$ cat config.mk
export PLATFORM = sky130hd
export DESIGN_NAME = cdr_pi_controller
export DESIGN_NICKNAME = d
export VERILOG_FILES = /design/src/rtl/cdr_pi_controller.sv
export SDC_FILE = /design/constraint.sdc
export NUM_CORES = 1
export LEC_CHECK = 0
export ABC_AREA = 1
export BUFFER_PORTS_ARGS = -buffer_cell sky130_fd_sc_hd__clkbuf_2
export CAP_MARGIN = 30
export CORE_UTILIZATION = 30
export DETAILED_ROUTE_END_ITERATION = 6
export HOLD_SLACK_MARGIN = 0.03
export PLACE_DENSITY = 0.5
export SLEW_MARGIN = 25
export SYNTH_ARGS = -nofsm -noshare
export SYNTH_HDL_FRONTEND = slang
export SYNTH_SLANG_ARGS = --single-unit
$ cat constraint.sdc
create_clock -name clk -period 6.1 [get_ports clk]
set_clock_uncertainty 0.2 [all_clocks]
set_input_delay 0.61 -clock clk [delete_from_list [all_inputs] [get_ports clk]]
set_output_delay 0.61 -clock clk [all_outputs]
set_load 0.01 [all_outputs]
$ cat src/rtl/cdr_pi_controller.sv
// CDR loop controller: decimates bang-bang PD votes, runs a PI update on a
// wrapping phase accumulator and sequences IDLE/ACQ/TRACK/HOLD with lock.
module cdr_pi_controller #(
  parameter int FINE_W      = 4,
  parameter int DEC_LEN     = 8,
  parameter int KP_ACQ      = 4,
  parameter int KP_TRK      = 1,
  parameter int KI_SHIFT    = 4,
  parameter int INT_W       = 12,
  parameter int LOCK_TH     = 2,
  parameter int LOCK_WINS   = 4,
  parameter int UNLOCK_TH   = 6,
  parameter int UNLOCK_WINS = 2
) (
  input  logic              clk,
  input  logic              rst_n,
  input  logic              en,
  input  logic              pd_valid,
  input  logic              up,
  input  logic              dn,
  input  logic              freeze,
  input  logic              ovr_en,
  input  logic [FINE_W+1:0] ovr_code,
  output logic [1:0]        pi_quad,
  output logic [FINE_W-1:0] pi_fine,
  output logic              pi_upd,
  output logic              lock,
  output logic [1:0]        state
);

  localparam int PH_W  = FINE_W + 2;
  localparam int CNT_W = $clog2(DEC_LEN);
  localparam int SUM_W = CNT_W + 2;
  localparam int LW    = INT_W + 2;
  localparam int QC_W  = $clog2(LOCK_WINS + 1);
  localparam int NC_W  = $clog2(UNLOCK_WINS + 1);
  localparam logic signed [LW-1:0] INT_MAX   = LW'((2 ** (INT_W - 1)) - 1);
  localparam logic signed [LW-1:0] DELTA_MAX = LW'(2 ** FINE_W);

  typedef enum logic [1:0] {IDLE = 2'd0, ACQ = 2'd1, TRACK = 2'd2, HOLD = 2'd3} state_e;

  state_e                   state_q, state_d, saved_q, saved_d;
  logic [PH_W-1:0]          phase_q, phase_d;
  logic signed [INT_W-1:0]  intAcc_q, intAcc_d;
  logic [CNT_W-1:0]         cnt_q, cnt_d;
  logic signed [SUM_W-1:0]  sum_q, sum_d;
  logic [QC_W-1:0]          quiet_q, quiet_d;
  logic [NC_W-1:0]          noisy_q, noisy_d;
  logic                     lock_q, lock_d;
  logic                     upd_q, upd_d;

  logic signed [SUM_W-1:0]  vote, winSum, absSum;
  logic signed [LW-1:0]     intWide, intSat, intShift, kp, prop, deltaRaw, deltaClamp;
  logic signed [INT_W-1:0]  intNew;
  logic [PH_W-1:0]          deltaPh;
  logic                     quietWin, noisyWin, lastSample, run;

  // Window-close arithmetic, evaluated every cycle on the window including the current vote
  always_comb begin
    vote = '0;
    if (up && !dn)      vote = SUM_W'(1);
    else if (dn && !up) vote = '1;
    winSum   = sum_q + vote;
    absSum   = winSum[SUM_W-1] ? -winSum : winSum;
    quietWin = (absSum <= SUM_W'(LOCK_TH));
    noisyWin = (absSum > SUM_W'(UNLOCK_TH));

    intWide = LW'(intAcc_q) + LW'(winSum);
    intSat  = intWide;
    if (intWide > INT_MAX)       intSat = INT_MAX;
    else if (intWide < -INT_MAX) intSat = -INT_MAX;
    intNew   = INT_W'(intSat);
    intShift = LW'(intNew) >>> KI_SHIFT;

    kp   = (state_q == TRACK) ? LW'(KP_TRK) : LW'(KP_ACQ);
    prop = '0;
    if (winSum > 0)      prop = kp;
    else if (winSum < 0) prop = -kp;

    deltaRaw   = prop + intShift;
    deltaClamp = deltaRaw;
    if (deltaRaw > DELTA_MAX)       deltaClamp = DELTA_MAX;
    else if (deltaRaw < -DELTA_MAX) deltaClamp = -DELTA_MAX;
    deltaPh    = PH_W'(deltaClamp);
    lastSample = (cnt_q == CNT_W'(DEC_LEN - 1));
  end

  // Priority: override, then disable, then freeze/hold, then window accumulation
  always_comb begin
    state_d  = state_q;
    saved_d  = saved_q;
    phase_d  = phase_q;
    intAcc_d = intAcc_q;
    cnt_d    = cnt_q;
    sum_d    = sum_q;
    quiet_d  = quiet_q;
    noisy_d  = noisy_q;
    lock_d   = lock_q;
    upd_d    = 1'b0;
    run      = 1'b0;

    if (ovr_en) begin
      phase_d  = ovr_code;
      upd_d    = (ovr_code != phase_q);
      intAcc_d = '0;
      cnt_d    = '0;
      sum_d    = '0;
      quiet_d  = '0;
      noisy_d  = '0;
      lock_d   = 1'b0;
    end else if (!en) begin
      state_d = IDLE;
      cnt_d   = '0;
      sum_d   = '0;
      quiet_d = '0;
      noisy_d = '0;
      lock_d  = 1'b0;
    end else begin
      case (state_q)
        IDLE: begin
          state_d = ACQ;
          run     = 1'b1;
        end
        ACQ, TRACK: begin
          if (freeze) begin
            state_d = HOLD;
            saved_d = state_q;
            cnt_d   = '0;
            sum_d   = '0;
          end else begin
            run = 1'b1;
          end
        end
        HOLD: if (!freeze) state_d = saved_q;
        default: state_d = IDLE;
      endcase

      if (run && pd_valid) begin
        if (lastSample) begin
          cnt_d    = '0;
          sum_d    = '0;
          intAcc_d = intNew;
          phase_d  = phase_q + deltaPh;
          upd_d    = (deltaClamp != '0);
          if (state_q == TRACK) begin
            quiet_d = '0;
            if (!noisyWin) begin
              noisy_d = '0;
            end else if (noisy_q == NC_W'(UNLOCK_WINS - 1)) begin
              noisy_d = '0;
              state_d = ACQ;
              lock_d  = 1'b0;
            end else begin
              noisy_d = noisy_q + NC_W'(1);
            end
          end else begin
            noisy_d = '0;
            if (!quietWin) begin
              quiet_d = '0;
            end else if (quiet_q == QC_W'(LOCK_WINS - 1)) begin
              quiet_d = '0;
              state_d = TRACK;
              lock_d  = 1'b1;
            end else begin
              quiet_d = quiet_q + QC_W'(1);
            end
          end
        end else begin
          cnt_d = cnt_q + CNT_W'(1);
          sum_d = winSum;
        end
      end
    end
  end

  always_ff @(posedge clk or negedge rst_n) begin
    if (!rst_n) begin
      state_q  <= IDLE;
      saved_q  <= IDLE;
      phase_q  <= '0;
      intAcc_q <= '0;
      cnt_q    <= '0;
      sum_q    <= '0;
      quiet_q  <= '0;
      noisy_q  <= '0;
      lock_q   <= 1'b0;
      upd_q    <= 1'b0;
    end else begin
      state_q  <= state_d;
      saved_q  <= saved_d;
      phase_q  <= phase_d;
      intAcc_q <= intAcc_d;
      cnt_q    <= cnt_d;
      sum_q    <= sum_d;
      quiet_q  <= quiet_d;
      noisy_q  <= noisy_d;
      lock_q   <= lock_d;
      upd_q    <= upd_d;
    end
  end

  assign pi_quad = phase_q[PH_W-1:FINE_W];
  assign pi_fine = phase_q[FINE_W-1:0];
  assign pi_upd  = upd_q;
  assign lock    = lock_q;
  assign state   = state_q;

endmodule

Word level (Yosys, flattened, before mapping)
Cells that the tools add are included.
{"block": "word_totals", "reg_bits": 37, "word_cells": 131, "inputBits": 14, "output_inout_bits": 10}
{"block": "op_classes", "reduce_logical": 16, "addsub": 9, "n_eq_ne": 15, "bitwise_logic": 1, "n_lt_le_gt_ge": 8, "n_mux": 72}
{"op": "$mux 12", "n": 6}
{"op": "$mux 14", "n": 4}
{"op": "$mux 5", "n": 9}
{"op": "$mux 3", "n": 14}
{"op": "$mux 2", "n": 17}
{"op": "$mux 6", "n": 4}
{"op": "$mux 1", "n": 16}
{"op": "$ne 4x1->1 const B", "n": 4}
{"op": "$add 14x8->14", "n": 1}
{"op": "$gt 14x6->1 const B", "n": 1}
{"op": "$lt 14x5->1 const B", "n": 1}
{"op": "$neg 3->14", "n": 1}
{"op": "$reduce_bool 14->1", "n": 1}
{"op": "$add 12x5->13", "n": 1}
{"op": "$gt 13x12->1 const B", "n": 1}
{"op": "$lt 13x12->1 const B", "n": 1}
{"op": "$add 3x1->3 const B", "n": 2}
{"op": "$add 6x6->6", "n": 1}
{"op": "$ne 3x1->1 const B", "n": 2}
{"op": "$ne 6x6->1", "n": 1}
{"op": "$pmux 2 s3", "n": 1}
{"op": "$reduce_and 3->1", "n": 2}
{"op": "$reduce_and 6->1", "n": 1}
{"op": "$reduce_bool 2->1", "n": 3}
{"op": "20 further kinds", "n": 26}

Logic depth before layout (Yosys ltp)
Gate-level depths: netlist of run 1.
{"block": "logic_depth", "ltp_word": 18, "mapped_depth": 54, "depth_no_buf": 53}

Worst setup path after synthesis of run 1
OpenSTA, ideal clock, no wires.
{"block": "synth_timing", "kind": "input-to-reg", "from": "input port up", "to": "register phase_q[5]", "path_stages": 47, "arrival_time_ns": 6.277, "setup_slack_ns": -0.501, "setup_time_ns": 0.124, "t_required_ns": 5.776, "n_path_buf": 1, "cell_sequence": "inv_1 ha_1 buf_6 nor2_1 nor2_2 ha_1 inv_1 nand2_1 nand3_2 nand2_1 nand2_2 nand2_1 ha_1 nand2_1 nor2_1 nand3_1 nand3_1 nand2_1 [11 not listed] xor2_1 nor3_1 nand3_1 ha_1 inv_1 nand2_1 nor2_1 ha_1 nand3_1 nand3_1 nand2_1 nand2_1 a21oi_1 xor2_1 xnor2_1 nand2_1 o211ai_1 nand2_1"}
{"block": "synth_between", "elab_chain_len": 18}
{"element": "from (decl)", "line_no": "19", "text": "input logic up,"}
{"element": "$logic_not 1->1", "line_no": "62", "text": "else if (dn && !up) vote = '1;"}
{"element": "$logic_and 1x1->1", "line_no": "62"}
{"element": "$mux 5", "line_no": "62"}
{"element": "$mux 5 *", "line_no": "61", "text": "if (up && !dn) vote = SUM_W'(1);"}
{"element": "$add 5x5->5 *", "line_no": "63", "text": "winSum = sum_q + vote;"}
{"element": "$add 12x5->13", "line_no": "68", "text": "intWide = LW'(intAcc_q) + LW'(winSum);"}
{"element": "$lt 13x12->1", "line_no": "71", "text": "else if (intWide < -INT_MAX) intSat = -INT_MAX;"}
{"element": "$mux 12", "line_no": "71"}
{"element": "[2 not listed]"}
{"element": "$lt 14x5->1", "line_no": "83", "text": "else if (deltaRaw < -DELTA_MAX) deltaClamp = -DELTA_MAX;"}
{"element": "$mux 14", "line_no": "83"}
{"element": "$mux 14 *", "line_no": "82", "text": "if (deltaRaw > DELTA_MAX) deltaClamp = DELTA_MAX;"}
{"element": "$add 6x6->6 *", "line_no": "143", "text": "phase_d = phase_q + deltaPh;"}
{"element": "$mux 6 *", "line_no": "139", "text": "if (lastSample) begin"}
{"element": "$mux 6 *", "line_no": "138", "text": "if (run && pd_valid) begin"}
{"element": "$mux 6 *", "line_no": "111", "text": "end else if (!en) begin"}
{"element": "$mux 6 *", "line_no": "102", "text": "if (ovr_en) begin"}
{"element": "to (signal assigned)", "line_no": "191", "text": "phase_q <= phase_d;"}
{"element": "to (decl)", "line_no": "43", "text": "logic [PH_W-1:0] phase_q, phase_d;"}
Mark *: on every way between the ends. The rest lies on a longest branch, timed or not. The select of a mux whose other input is x is not followed.
A chain may end at the register's enable or synchronous reset.

Final worst setup path of run 1
{"block": "layout_timing", "from": "input port up", "to": "register phase_q[4]"}
The elaborated chain is that of the path after synthesis.

==> flow_summary.ini, run 1 <==
[floorplanning]
start_util = 0.3126
core_area_sq_um = 12210
die_area_sq_um = 13180
ioPinCount = 24
floorplan.rows = 40
die_height_microns = 114.8
die_width_microns = 114.8

[layout]
antenna_diode_count = 0
drive_gt1_frac = 0.3796
final_cell_area_sq_um = 5862
final_net_count = 781
area_delta_synth_final_pct = 53.56
commonest_non_fill_non_tap_cells_in_the_layout = 159 x sky130_fd_sc_hd__nand2_1, 89 x sky130_fd_sc_hd__inv_1, 89 x sky130_fd_sc_hd__buf_4, 49 x sky130_fd_sc_hd__nand2_2, 38 x sky130_fd_sc_hd__nor2_1
mostFrequentLayoutCell = sky130_fd_sc_hd__nand2_1
instances_no_fill = 895

[global_routing]
grt_pass1_wl_mm = 19.28
initial_antenna_violation_count = 0
grt.total_usage = 0.1859
grt_start_max_net_pins = 23
via_count_of_the_first_global_routing_pass = 4200
grt_residual_overflow = 0

[run]
max_cap_violations = 0

[detailed_routing]
drc_errors = 0
drt_iter0_drc = 126
wire_per_inst_microns = 12.79
detail_route.wirelength_mm = 11.45
first_pass_iters = 4
vias = 4143
detail-route-antenna-nets = 0
vias_per_cell = 4.629

[synth]
syn-mean-instance-area_sq_um = 6.341
combined_area_of_all_synthesized_cells_sq_um = 3817
yosys_register_bits = 37
synth_warnings = 0
netlist_instances = 602
mappedNetlistNets = 657
synth_seq_area_share = 0.2425
post_synth_num_cell_types = 38

[timing]
final-hold-violation-count = 0
layout_min_cycle_time_ns = 6.280
report.final.setup_viol = 2
timing.fmax_mhz = 159.2
rsz0062_at_grt = yes
fin_ws_ns = -0.1797
whs_ns = 0.08928
min_period_over_period = 1.029
slew_viol_final = 0
worst_margin_slew_ns = 0.9701
worst_slew_margin_rel = 0.3509

[clocking]
cts_max_path_buffers = 2
cts-hold-fix-buffers = 0
numCtsBuffers = 5
clock_tree.htree_level_count = 2
cts.sinks = 37
clockRootBuffer = sky130_fd_sc_hd__clkbuf_16
worst_setup_hold_path_clk_slew_ns = 0.06
worst_skew_pair.late_latency_ns = 0.29
cts_tree = done

[worst_setup_path]
worst_case_reg_to_reg_path_depth = 43
worstSetupEndpointType = flop
crit_type = in2reg
worstSetupStartpointType = input pin
timing.critical_path.slowest_stage_cell = sky130_fd_sc_hd__fa_2
crit_required_ns = 6.07
critPathMaxStageDelay_ns = 0.37
cp_data_arrival_time_ns = 6.25
crit_fanout = 7

[power]
power_density_nw_per_um2 = 263.9
vdd_drop_max_uv = 148.5
total_leakage_power_uw = 0.002947

[placed_design]
place.detailed.instances = 872
dp_hpwl_mm = 8.857
place_congestion = 0.8459
buffer_ports.inserted = 23
dpl_worst_slack_ns = -0.8486
place_area_sq_um = 5076

[status]
outcome = finished, violations left
violations = negative setup slack

[worst_hold_path]
class_of_the_worst_hold_path = in2async
-- state kept, by name, summed over array words and instances (netlist names) --
register	cells
intAcc_q	12
phase_q	6
sum_q	5
cnt_q	3
quiet_q	3
noisy_q	2
saved_q	2
state	2
lock	1
pi_upd	1
-- critical path: cells and delay by family --
| kind | cells | cell delay [ns] |
|---|---|---|
| fa+ha+maj | 9 | 2.24 |
| xor+xnor | 1 | 0.11 |
| buf+inv | 6 | 0.39 |
| simple gates | 26 | 2.30 |
| compound gates | 4 | 0.58 |
-- final cells by class --
class | count | area, sq um
Clock buffer | 8 | 136.4
Inverter | 104 | 407.9
Multi-Input combinational cell | 458 | 3254
Fill cell | 1233 | 6350
Sequential cell | 37 | 925.9
Timing Repair Buffer | 120 | 927.1
Tap cell | 168 | 210.2
-- final timing paths --
path	start	slack [ns]	endpoint
setup / recovery	up	-0.18	phase_q[4]
hold / removal	rst_n	0.09	phase_q[2]
setup reg to reg	sum_q[1]	0.04	phase_q[4]
hold reg to reg	saved_q[0]	0.28	saved_q[0]
max in group asynchronous	rst_n	5.12	noisy_q[0]
min in group clk	saved_q[0]	0.28	saved_q[0]
-- timing repair --
action | 4_1_cts | 5_1_grt
gates resized for setup | 64 | 62
setup endpoints to repair | 5 | 5
setup buffers | 11 | 3
gates cloned | 1 | 0
pin swaps | 49 | 31
-- through the flow --
step	total power (uW)	util	TNS (ns)
final	1547	0.4800	-0.2868
after global routing	1678	0.4800	-1.619
after CTS	1474	0.4593	-0.1399
after detailed placement	1098	0.4157	-3.609
after global placement	1084	0.4134	-2.946
after floorplan	781.4	-	-0.1904
-- cells by family after synthesis --
kind of cell	Yosys count	share of synthesized area
XOR/XNOR	15	0.03442
AO/OA/AOI/OAI	59	0.09046
adder cells (fa/ha/maj)	41	0.1403
buffers and inverters	108	0.1114
AND/OR/NAND/NOR	340	0.3756
flip-flops	37	0.2425
multiplexers	2	0.005244
-- power by group --
| group | internal (uW) | switching [uW] |
|---|---|---|
| registers | 275 | 34.5 |
| clock network | 152 | 108 |
| logic | 474 | 503 |
| total | 902 | 645 |
-- cells in the mapped netlist (all sizes together) --
cell,instances,area [sq um]
o41ai,1,8.760
dfrtp,37,925.9
or2,3,18.77
o31ai,1,7.510
nand3b,2,15.01
buf,4,35.03
nand4,12,75.07
a31oi,3,18.77
o21ai,17,85.08
xor2,8,70.07
nor2,52,197.7
a221oi,1,8.760
o21bai,3,26.27
and2,1,6.260
clkinv,1,3.750
mux2i,2,20.02
xnor2,7,61.31
nand2,218,840.8
o211ai,2,15.01
fa,3,60.06
inv,103,386.6
a21oi,20,100.1
ha,38,475.5
a21boi,3,22.52
nor3,6,35.03
o21a,2,15.01
nand3,46,245.2
o22ai,6,37.54
-- routing by layer --
layer	part of all wire	GRT usage
met2	0.50	0.3354
met5	0	0
met1	0.46	0.2307
met4	0.017	0.05887
met3	0.021	0.02267
(Power assumes the default switching activity.)
==> inputs of run 2 (changes only) <==
- CORE_UTILIZATION: 30 -> 35
- PLACE_DENSITY: 0.5 -> 0.56
==> run 2 against run 1 <==
- largest power group unchanged
- via count rose by 0.84%
- cell count is 2.9% lower
- power fell by 5.7%
- non-clock buffer count grew 6
- the run still ends with negative setup slack left
- sequential power about the same
- largest cell class unchanged
==> flow_summary.ini, run 2 (same netlist as run 1, synthesis figures left out) <==
[global_routing]
grt_residual_overflow = 0
grt_start_max_net_pins = 23
grt_pass1_wl_mm = 19.07
initial_antenna_violation_count = 0
grt.total_usage = 0.2116
via_count_of_the_first_global_routing_pass = 4210

[power]
clkPwrFrac = 0.133
p_comb_frac = 0.655
power_density_nw_per_um2 = 253.2
pwr-share-seq = 0.213
switching_fraction_of_total_power = 0.4387
total_switching_power_uw = 640.0
internal_power_uw = 819.0
total_leakage_power_uw = 0.002941
vdd_drop_max_uv = 155.7

[worst_setup_path]
critical_path.top_delay_family = simple AND/OR/NAND/NOR gates
cp.buffers_inverters = 6
timing.critical_path.slowest_stage_cell = sky130_fd_sc_hd__fa_2
critical_path.startpoint = up
crit_fanout = 7
critPathMaxStageDelay_ns = 0.39
cp_data_arrival_time_ns = 6.28
crit_type = in2reg
worstSetupStartpointType = input pin
crit_required_ns = 6.09
reg2reg_from = sum_q[1]
worstSetupEndpointType = flop

[floorplanning]
ioPinCount = 24
die_height_microns = 106.4
die_area_sq_um = 11330
floorplan.rows = 37
die_width_microns = 106.4
start_util = 0.3649
core_area_sq_um = 10460

[layout]
final_core_util = 0.5507
drive_gt1_frac = 0.3752
area_delta_synth_final_pct = 50.93
max_flop_register = intAcc_q
mostFrequentLayoutCell = sky130_fd_sc_hd__nand2_1
antenna_diode_count = 0
final_net_count = 787
commonest_non_fill_non_tap_cells_in_the_layout = 163 x sky130_fd_sc_hd__nand2_1, 98 x sky130_fd_sc_hd__buf_4, 89 x sky130_fd_sc_hd__inv_1, 43 x sky130_fd_sc_hd__nand2_2, 39 x sky130_fd_sc_hd__nor2_1
largest_register_ff_count = 12
largest_registers = intAcc_q x12, phase_q x6, sum_q x5

[clocking]
clockRootBuffer = sky130_fd_sc_hd__clkbuf_8
cts_max_path_buffers = 2
numCtsBuffers = 5
cts.sinks = 37
cts_tree = done
clock_tree.htree_level_count = 2
worst_skew_pair.late_latency_ns = 0.31
worst_setup_hold_path_clk_slew_ns = 0.09

[detailed_routing]
vias = 4178
vias_per_cell = 4.808
drt_iter0_drc = 191
drc_errors = 0
detail-route-antenna-nets = 0
first_pass_iters = 4
wire_per_inst_microns = 12.97
detail_route.wirelength_mm = 11.27

[timing]
fin_ws_ns = -0.1933
worst_slew_margin_rel = 0.4824
timing.fmax_mhz = 158.9
layout_min_cycle_time_ns = 6.293
worst_margin_slew_ns = 0.7712
rsz0062_at_grt = yes
final-hold-violation-count = 0
slew_viol_final = 0
report.final.setup_viol = 3
whs_ns = 0.05438
min_period_over_period = 1.032

[placed_design]
dp_hpwl_mm = 8.525
buffer_ports.inserted = 23
place_congestion = 0.8719

[status]
outcome = finished, violations left
violations = negative setup slack

[run]
max_cap_violations = 0

[worst_hold_path]
class_of_the_worst_hold_path = in2async
run 2: stage by stage:
step                TNS (ns)  worst slack (ns)  instance area [sq um]  std cells  total power, uW
global route          -1.927           -0.5510                   5762        869             1587
detailed placement    -3.010           -0.7933                   5024        840             1082
global placement      -2.320           -0.6360                   4989        838             1072
floorplan            -0.1904           -0.1904                   4130        602            781.4
CTS                        0          0.001793                   5550        862             1403
finish               -0.3764           -0.1933                   5762        869             1459
run 2: per-layer routing:
metal / vias to the layer above / global-route usage / wire, microns / part of all wire
met5: - / 0 / 0 / 0
met4: 0 / 0.05773 / 112 / 0.0099
met3: 10 / 0.02146 / 237 / 0.021
li1: 2167 / - / - / -
met2: 45 / 0.3757 / 5571 / 0.49
met1: 1956 / 0.2716 / 5348 / 0.47
run 2: final cells by class:
| type | instances | area [sq um] |
|---|---|---|
| repair buffers | 126 | 952.2 |
| clock buffers | 5 | 68.82 |
| clock inverters | 3 | 25.02 |
| well taps | 136 | 170.2 |
| inverters | 104 | 407.9 |
| flip-flops and latches | 37 | 925.9 |
| fillers | 1001 | 4701 |
| multi-input cells | 458 | 3212 |
run 2: worst paths after layout:
check                                  end  slack [ns]  cells past startpoint
max in group asynchronous       noisy_q[0]        5.16                      2
worst min register to register  quiet_q[0]        0.30                      1
worst max-delay path            phase_q[4]       -0.19                     46
min in group clk                quiet_q[0]        0.30                      1
worst min-delay path            phase_q[2]        0.05                      1
worst max register to register  phase_q[4]        0.03                     47
run 2: power by group through the flow:
stage                     Combinational, uW  Clock [uW]  Sequential [uW]
after floorplan                         466           0              315
after global placement                  761           0              312
after detailed placement                769           0              313
after CTS                               891         203              309
after global routing                   1060         209              315
final                                   955         194              310
run 2: worst register-to-register path: cells and delay by family, from the launching register on:
kind | cells | cell delay (ns)
and+or+nand+nor | 29 | 2.57
AOI/OAI and AO/OA | 4 | 0.55
buffers and inverters | 6 | 0.36
adders and majority gates | 7 | 1.74
xor gates and xnor gates | 1 | 0.10
DFF | 1 | 0.45
run 2: what timing repair did:
action,CTS,global route
hold endpoints to repair,0,0
gates resized for setup,72,41
pin swaps,39,37
endpoints found under the setup margin,5,5
setup buffers,13,8
hold buffers,0,0
cloned,1,0
